--- src/rtl/ahb_slave_arbiter_pkg.sv ---
// Shared AHB types and helpers for the per-slave arbiter.
package ahb_slave_arbiter_pkg;

  // AHB transfer type encoding (HTRANS).
  typedef enum logic [1:0] {
    IDLE   = 2'b00,
    BUSY   = 2'b01,
    NONSEQ = 2'b10,
    SEQ    = 2'b11
  } htrans_type;

  // AHB burst type encoding (HBURST).
  typedef enum logic [2:0] {
    SINGLE = 3'd0,
    INCR   = 3'd1,
    WRAP4  = 3'd2,
    INCR4  = 3'd3,
    WRAP8  = 3'd4,
    INCR8  = 3'd5,
    WRAP16 = 3'd6,
    INCR16 = 3'd7
  } hburst_type;

  // Arbiter ownership state.
  typedef enum logic [1:0] {
    ARB_IDLE  = 2'd0,
    ARB_OWN   = 2'd1,
    ARB_BURST = 2'd2
  } arb_state_e;

  // Width of the remaining-beats counter (enough for a 16-beat burst).
  localparam int BEATS_W = 4;

  // Number of beats in a burst; 0 marks undefined-length INCR.
  function automatic logic [4:0] burst_len(input hburst_type b);
    logic [4:0] len;
    case (b)
      SINGLE:         len = 5'd1;
      INCR:           len = 5'd0;
      WRAP4,  INCR4:  len = 5'd4;
      WRAP8,  INCR8:  len = 5'd8;
      WRAP16, INCR16: len = 5'd16;
      default:        len = 5'd0;
    endcase
    return len;
  endfunction

endpackage

--- src/rtl/ahb_rr_picker.sv ---
// Combinational round-robin search: first requester above ptr, wrapping.
module ahb_rr_picker
  import ahb_slave_arbiter_pkg::*;
#(
  parameter int N  = 4,
  parameter int IW = $clog2(N)
) (
  input  logic [N-1:0]  req,
  input  logic [IW-1:0] ptr,
  output logic [N-1:0]  win,
  output logic [IW-1:0] win_idx,
  output logic          any
);

  logic          found;
  logic [IW-1:0] cand;

  // Scan ptr+1 .. ptr+N (mod N); the last candidate is ptr itself, so the
  // previous winner only wins again when nobody else is asking.
  always_comb begin
    win     = '0;
    win_idx = '0;
    found   = 1'b0;
    cand    = '0;
    for (int k = 1; k <= N; k++) begin
      cand = IW'((int'(ptr) + k) % N);
      if (!found && req[cand]) begin
        win[cand] = 1'b1;
        win_idx   = cand;
        found     = 1'b1;
      end
    end
    any = found;
  end

endmodule

--- src/rtl/ahb_slave_arbiter.sv ---
// Per-slave AHB arbiter: round-robin grant, burst locking, data-phase owner.
module ahb_slave_arbiter
  import ahb_slave_arbiter_pkg::*;
#(
  parameter int MASTER_NUM = 4,
  parameter int MIDX_W     = $clog2(MASTER_NUM)
) (
  input  logic                  hclk,
  input  logic                  hreset,
  input  logic [MASTER_NUM-1:0] hreq,
  input  htrans_type            htrans [MASTER_NUM],
  input  hburst_type            hburst [MASTER_NUM],
  input  logic                  hready,
  output logic [MASTER_NUM-1:0] hgrant,
  output logic                  hsel,
  output logic [MIDX_W-1:0]     haddr_owner,
  output logic [MIDX_W-1:0]     hdata_owner,
  output logic                  hdata_valid
);

  arb_state_e            state_q, state_d;
  logic [MASTER_NUM-1:0] grant_q, grant_d;
  logic [MIDX_W-1:0]     owner_q, owner_d;
  logic [MIDX_W-1:0]     rr_ptr_q, rr_ptr_d;
  logic [BEATS_W-1:0]    beats_left_q, beats_left_d;
  logic [MIDX_W-1:0]     data_owner_q, data_owner_d;
  logic                  data_valid_q, data_valid_d;

  logic [MASTER_NUM-1:0] pick_win;
  logic [MIDX_W-1:0]     pick_idx;
  logic                  pick_any;

  logic                  own_req;
  htrans_type            own_trans;
  logic [4:0]            own_len;
  logic                  own_addr;
  logic                  rearb;

  ahb_rr_picker #(
    .N  (MASTER_NUM),
    .IW (MIDX_W)
  ) u_picker (
    .req     (hreq),
    .ptr     (rr_ptr_q),
    .win     (pick_win),
    .win_idx (pick_idx),
    .any     (pick_any)
  );

  // The current address-phase owner's live signals.
  assign own_req   = hreq[owner_q];
  assign own_trans = htrans[owner_q];
  assign own_len   = burst_len(hburst[owner_q]);
  assign own_addr  = (own_trans == NONSEQ) || (own_trans == SEQ);

  // State register; reset wins over hready and drops any ownership at once.
  always_ff @(posedge hclk) begin
    if (hreset) begin
      state_q      <= ARB_IDLE;
      grant_q      <= '0;
      owner_q      <= '0;
      rr_ptr_q     <= MIDX_W'(MASTER_NUM - 1);
      beats_left_q <= '0;
      data_owner_q <= '0;
      data_valid_q <= 1'b0;
    end else begin
      state_q      <= state_d;
      grant_q      <= grant_d;
      owner_q      <= owner_d;
      rr_ptr_q     <= rr_ptr_d;
      beats_left_q <= beats_left_d;
      data_owner_q <= data_owner_d;
      data_valid_q <= data_valid_d;
    end
  end

  // Next-state: ownership decisions and data-phase capture, only when hready.
  always_comb begin
    state_d      = state_q;
    grant_d      = grant_q;
    owner_d      = owner_q;
    rr_ptr_d     = rr_ptr_q;
    beats_left_d = beats_left_q;
    data_owner_d = data_owner_q;
    data_valid_d = data_valid_q;
    rearb        = 1'b0;

    if (hready) begin
      // The address phase accepted this cycle becomes next cycle's data phase.
      data_owner_d = owner_q;
      data_valid_d = hsel && own_addr;

      unique case (state_q)
        ARB_IDLE: rearb = 1'b1;
        ARB_OWN: begin
          if (own_req && (own_trans == NONSEQ) && (own_len > 5'd1)) begin
            // First beat of a fixed burst is accepted now.
            state_d      = ARB_BURST;
            beats_left_d = BEATS_W'(own_len - 5'd1);
          end else if (!(own_req && ((own_trans == SEQ) || (own_trans == BUSY)))) begin
            rearb = 1'b1;
          end
        end
        ARB_BURST: begin
          if (!own_req || (own_trans == IDLE) || (own_trans == NONSEQ)) begin
            rearb = 1'b1;
          end else if (own_trans == SEQ) begin
            if (beats_left_q <= BEATS_W'(1)) rearb = 1'b1;
            else                             beats_left_d = beats_left_q - BEATS_W'(1);
          end
        end
        default: rearb = 1'b1;
      endcase

      if (rearb) begin
        beats_left_d = '0;
        if (pick_any) begin
          state_d  = ARB_OWN;
          grant_d  = pick_win;
          owner_d  = pick_idx;
          rr_ptr_d = pick_idx;
        end else begin
          state_d = ARB_IDLE;
          grant_d = '0;
        end
      end
    end
  end

  // Outputs: registered grant/owners, hsel qualified by the live request.
  always_comb begin
    hgrant      = grant_q;
    hsel        = |(grant_q & hreq);
    haddr_owner = owner_q;
    hdata_owner = data_owner_q;
    hdata_valid = data_valid_q;
  end

endmodule

--- config.mk ---
export PLATFORM = sky130hd
export DESIGN_NAME = ahb_slave_arbiter
export DESIGN_NICKNAME = d
export VERILOG_FILES = /design/src/rtl/ahb_slave_arbiter_pkg.sv /design/src/rtl/ahb_rr_picker.sv /design/src/rtl/ahb_slave_arbiter.sv
export SDC_FILE = /design/constraint.sdc
export NUM_CORES = 1
export LEC_CHECK = 0
export ABC_AREA = 1
export CORE_ASPECT_RATIO = 1.1
export CORE_MARGIN = 4
export CORE_UTILIZATION = 52
export DETAILED_ROUTE_END_ITERATION = 10
export GPL_TIMING_DRIVEN = 0
export PLACE_DENSITY = 0.84
export SETUP_SLACK_MARGIN = 0.1
export SYNTH_ARGS = -nofsm -noshare
export SYNTH_HDL_FRONTEND = slang
export SYNTH_HIERARCHICAL = 1
export SYNTH_SLANG_ARGS = --single-unit
--- constraint.sdc ---
create_clock -name hclk -period 2.8 [get_ports hclk]
set_clock_uncertainty 0.05 [all_clocks]
set_input_delay 0.56 -clock hclk [delete_from_list [all_inputs] [get_ports hclk]]
set_output_delay 0.56 -clock hclk [all_outputs]
set_load 0.01 [all_outputs]
# After elaboration in Yosys (flattened, before gate mapping)
# Memory sizes are Yosys's and may differ from the RTL's.
# Index checks and enable logic that the tools add are counted.
# Widths: inputs -> output; s select.
[classes]
addsub = 6
magnitude_cmp = 12
eq_ne = 9
n_mux = 54
bitwise = 5
n_reduce_logical = 28
[ops]
columns = ["cell", "n"]
rows = [
  ["$mux 4", 10],
  ["$mux 1", 20],
  ["$mux 2", 9],
  ["$lt 2x3->1 const B", 5],
  ["$ne 3x3->1 const B", 4],
  ["$or 4x4->4", 3],
  ["$logic_and 1x1->1", 11],
  ["$bmux 1 s2", 5],
  ["$demux 1 s2", 4],
  ["$ge 2x1->1 const B", 4],
  ["$pmux 4 s2", 1],
  ["$sub 4x1->4 const B", 2],
  ["$bmux 3 s2", 1],
  ["$eq 2x2->1 const B", 3],
  ["$mux 3", 2],
  ["$reduce_and 3->1", 2],
  ["$reduce_and 6->1", 1],
  ["$gt 5x1->1 const B", 1],
  ["$add 2x1->2 const B", 2],
  ["$add 2x2->2 const B", 2],
  ["$and 4x4->4", 1],
  ["$bmux 2 s2", 1],
  ["$eq 2x1->1 const B", 2],
  ["$le 4x1->1 const B", 1],
  ["other kinds (10)", 17],
]
[totals]
reg_bits = 17
romBits = 32
in_bits = 27
n_memories = 1
[memory_table]
columns = ["name", "depth", "word_bits", "read_ports", "rd_clocked_by_memory_dff", "wr", "line", "text"]
rows = [
  ["(no name shown)", 8, 4, 1, 0, 0, "ahb_slave_arbiter_pkg.sv:37", "case (b)"],
]

# Depth between registers and ports, before layout
[logic_depth]
depth_word = 15
mapped_depth = 15
mapped_depth_nobuf = 14

# Hierarchy
# Netlist, hierarchy kept.
[by_module_without_submodules]
columns = ["module", "n_inst", "cells_per_inst", "area_each_um2"]
rows = [
  ["ahb_slave_arbiter", 1, 192, 1226.2],
  ["ahb_rr_picker", 1, 81, 535.5],
]

# Least setup slack after synthesis
# OpenSTA, ideal clock, no wires.
[synth_timing]
path_kind = "reg-to-reg"
start = "register rr_ptr_q[1]"
end = "register owner_q[0] (netlist: haddr_owner[0])"
setup_time_ns = 0.070
arrival_time_ns = 1.950
setup_slack_ns = 0.730
stages_incl_launch_ff = 14
synth_period_minus_slack_ns = 2.070
path_cell_list = "dfxtp_1 > inv_1 > ha_1 > inv_2 > nand3_4 > nand2_4 > nor2_4 > buf_6 > nand4_1 > nand2_1 > inv_1 > nand2_2 > nand2_1 > a21oi_1"
[synth_between]
elab_chain_cells = 14
word_cells_on_any_way = 27
cone_classes = "add/sub: 4; mux: 16; reduce/logical: 7"
[synth_lines]
columns = ["element", "line", "text"]
rows = [
  ["start: declaration", "ahb_slave_arbiter.sv:24", "logic [MIDX_W-1:0] rr_ptr_q, rr_ptr_d;"],
  ["start signal: assignment", "ahb_slave_arbiter.sv:62", "rr_ptr_q <= MIDX_W'(MASTER_NUM - 1);"],
  ["start signal: assignment", "ahb_slave_arbiter.sv:70", "rr_ptr_q <= rr_ptr_d;"],
  ["$add 2x1->2", "ahb_rr_picker.sv:26", "cand = IW'((int'(ptr) + k) % N);"],
  ["$bmux 1 s2", "ahb_rr_picker.sv:27", "if (!found && req[cand]) begin"],
  ["$mux 1 (implied by the code)", "ahb_rr_picker.sv:27", ""],
  ["$mux 1", "ahb_rr_picker.sv:27", ""],
  ["$logic_not 1->1", "ahb_rr_picker.sv:27", ""],
  ["$logic_and 1x1->1", "ahb_rr_picker.sv:27", ""],
  ["$mux 1", "ahb_rr_picker.sv:27", ""],
  ["$logic_not 1->1", "ahb_rr_picker.sv:27", ""],
  ["$logic_and 1x1->1", "ahb_rr_picker.sv:27", ""],
  ["$mux 1", "ahb_rr_picker.sv:27", ""],
  ["$logic_not 1->1", "ahb_rr_picker.sv:27", ""],
  ["$logic_and 1x1->1", "ahb_rr_picker.sv:27", ""],
  ["$mux 1 (*)", "ahb_rr_picker.sv:27", ""],
  ["named net pick_any", "ahb_slave_arbiter.sv:31", "logic pick_any;"],
  ["$reduce_and 3->1 (no source line) (*)", "--", ""],
  ["end signal: assignment", "ahb_slave_arbiter.sv:69", "owner_q <= owner_d;"],
  ["end: declaration", "ahb_slave_arbiter.sv:23", "logic [MIDX_W-1:0] owner_q, owner_d;"],
]
# The timed path passes the listed nets; every way through them passes the cells marked *. The select of a mux whose other input is x is not followed.
# A chain may end at the register's enable or synchronous reset.

# Worst setup path in the final report
[layout_timing]
start = "input hreq[3]"
end = "output hsel"
[layout_between]
elab_chain_cells = 2
[layout_lines]
columns = ["element", "line", "text"]
rows = [
  ["start: declaration", "ahb_slave_arbiter.sv:10", "input logic [MASTER_NUM-1:0] hreq,"],
  ["$and 4x4->4", "ahb_slave_arbiter.sv:133", "hsel = |(grant_q & hreq);"],
  ["$reduce_or 4->1", "ahb_slave_arbiter.sv:133", ""],
  ["end: declaration", "ahb_slave_arbiter.sv:15", "output logic hsel,"],
]
# No other way between the ends.

==> metrics.csv <==
metric,value,unit
grt_use_met2,36.0,%
synth_adder_area_share,9.23,%
rsz0062_at_grt,false,
cts_made_buffers,3,
clock.fmax,394,MHz
avgSynthCellArea,6.45,sq um
peakVddDrop,0.000398,V
place_hpwl,3430,microns
endpoint_kind,primary output,
worstMarginPinSlew,423,ps
setup_tns,0,ps
worst-setup-path-type,in2out,
leakage,1.01,nW
portBuffers,35,
worst-path-max-fanout,6,
numClockSinks,17,
synth_top_family_by_area,simple AND/OR/NAND/NOR gates,
drc,0,
drive_above_1_share,13.8,%
vias,1919,
arrival,1930,ps
cts_setup_buffers,0,
ys_async_sr_fraction,0,%
finalCritPeriodShare,90.6,%
ys_seq_area_share,19.3,%
slew_viol_final,0,
drt-initial-drc-count,117,
slew_headroom,71.8,%
clkTransAtPathRegs,100,ps
met1_usage,28.0,%
syn_area,1760,sq um
initial_utilization,55.9,%
hp-class,reg2reg,
grtUsageTotal,21.4,%
antenna_found_initial,0,
synth_enable_flop_cells,0,
core_area,3150,sq um
fillers,289,
wl_per_cell,13.0,microns
yosysWarnings,6,
finalSetupViolations,0,
synth_commonest_cells,"nand2_1 (74), nand3_1 (44), a21oi_1 (22), inv_1 (22), dfxtp_1 (17)",
synth_cell_types,22,
grt-ovfl-total,0,
startpoint_type,input pin,
post-route-min-period,2540,ps
yosysMostFrequentCell,nand2_1,
grt_pass1_wl,7880,microns
syn_inst,273,
fin_util,69.2,%
synth.net_count,313,
nets,353,
yosys.area_share.xor_xnor,0,%
yosysTopAreaCell,dfxtp_1,
dr.pass1.iters,4,
synth_top_area_share,19.3,%
busiest_layer,met2,
hold_depth,2,
synthToLayoutAreaGrowth,23.9,%
use_met3,5.52,%
timing.hold.ws,432,ps
grt_max_degree,14,
synth-compound-area-share,12.6,%
reg2reg_depth,14,
synth_mux_area_share,0,%
grt_pass1_vias,1795,
synth_area_leaders,"dfxtp_1 (19%), nand2_1 (16%), nand3_1 (13%)",
insertion_delay,300,ps
n_antenna_cell,0,
cts_buffer_depth,2,
vias_per_cell,5.55,
detail-route-antenna-nets,0,
die_h,69.0,microns
finalHoldViolCount,0,
required,2190,ps
die_area,4380,sq um
die_w,63.5,microns
wl,4490,microns
cts_tree,done,
row_count,21,
clock-root-buffer,clkbuf_4,
synth_seq_cells,17,
synthFlopType,dfxtp_1,
pin_count,37,
max_cap_violations,0,
gp_congestion,0.892,
yosys.area_share.simple,48.2,%
htreeDepth,1,
power.density,756,nW/um^2
status,"complete, no violations",
## stage by stage
stage               cells  cell area, sq um  total power, W  worst slack [ps]
floorplan             273              1760         0.00122               730
global placement      342              2150         0.00150               243
detailed placement    342              2150         0.00151               248
CTS                   346              2180         0.00165               238
global route          346              2180         0.00183               178
finish                346              2180         0.00165               262
## kinds of logic after synthesis
logic type               after synthesis
AO/OA/AOI/OAI                         42
adder cells (fa/ha/maj)               13
flip-flops                            17
AND/OR/NAND/NOR                      166
buffers and inverters                 35
## cell type report
class	instances	area, sq um	share of cell area [%]
Sequential cell	17	342	15.6
Clock buffer	3	22.5	1.03
Timing Repair Buffer	35	350	16.0
Clock inverter	1	5.00	0.229
Multi-Input combinational cell	221	1230	56.5
Inverter	27	109	4.99
Tap cell	34	42.5	1.95
Buffer	8	78.8	3.61
## final timing paths
check	slack, ps	to	startpoint
max	260	hsel	hreq[3]
min	430	state_q[1]	state_q[1]
max reg2reg	370	haddr_owner[1]	rr_ptr_q[0]
min reg2reg	430	state_q[1]	state_q[1]
## layer usage
layer  vias up  wire length, microns
met5         -                     0
li1        987                     -
met2        77                  2080
met4         0                    21
met1       853                  2000
met3         2                   391
## where the power goes
group / total (W) / internal (W) / switching (W) / leakage, nW
Clock: 0.000135 / 0.0000532 / 0.0000819 / 0.0177
Sequential: 0.000356 / 0.000294 / 0.0000622 / 0.139
Combinational: 0.00116 / 0.000462 / 0.000697 / 0.851
Total: 0.00165 / 0.000809 / 0.000842 / 1.01
## state kept, by name (all words and copies together), names as in the netlist
name,count
haddr_owner,2
hgrant,4
rr_ptr_q,2
beats_left_q,4
hdata_valid,1
hdata_owner,2
state_q,2
## worst max-delay path, stage by stage
cell             delay (ps)
clkdlybuf4s50_1         610
nand2_1                  90
nand4_1                 120
clkdlybuf4s50_1         550
## cells in the final DEF (no fill, tap or decap)
| cell type | instances |
|---|---|
| nand3b_1 | 2 |
| inv_1 | 22 |
| nor2_1 | 13 |
| clkbuf_1 | 1 |
| nand3_4 | 2 |
| ha_1 | 13 |
| clkbuf_4 | 3 |
| dfxtp_1 | 16 |
| nand2_1 | 74 |
| nor2_4 | 3 |
| o21ai_0 | 15 |
| nand4_1 | 7 |
| nand2_2 | 11 |
| inv_2 | 4 |
| clkinv_2 | 1 |
| clkdlybuf4s50_1 | 35 |
| a21oi_1 | 22 |
| inv_8 | 1 |
| a21boi_0 | 4 |
| buf_6 | 6 |
| nand2_4 | 5 |
| buf_4 | 1 |
| dfxtp_2 | 1 |
| o22ai_1 | 1 |
| nand3_1 | 44 |
| nand3_2 | 5 |
## timing repair
action	4_1_cts	5_1_grt
hold buffers	0	0
gates resized for setup	0	1
setup endpoints to repair	0	7
hold endpoints to repair	0	0
Note: power is estimated with default switching activity, not from simulation.
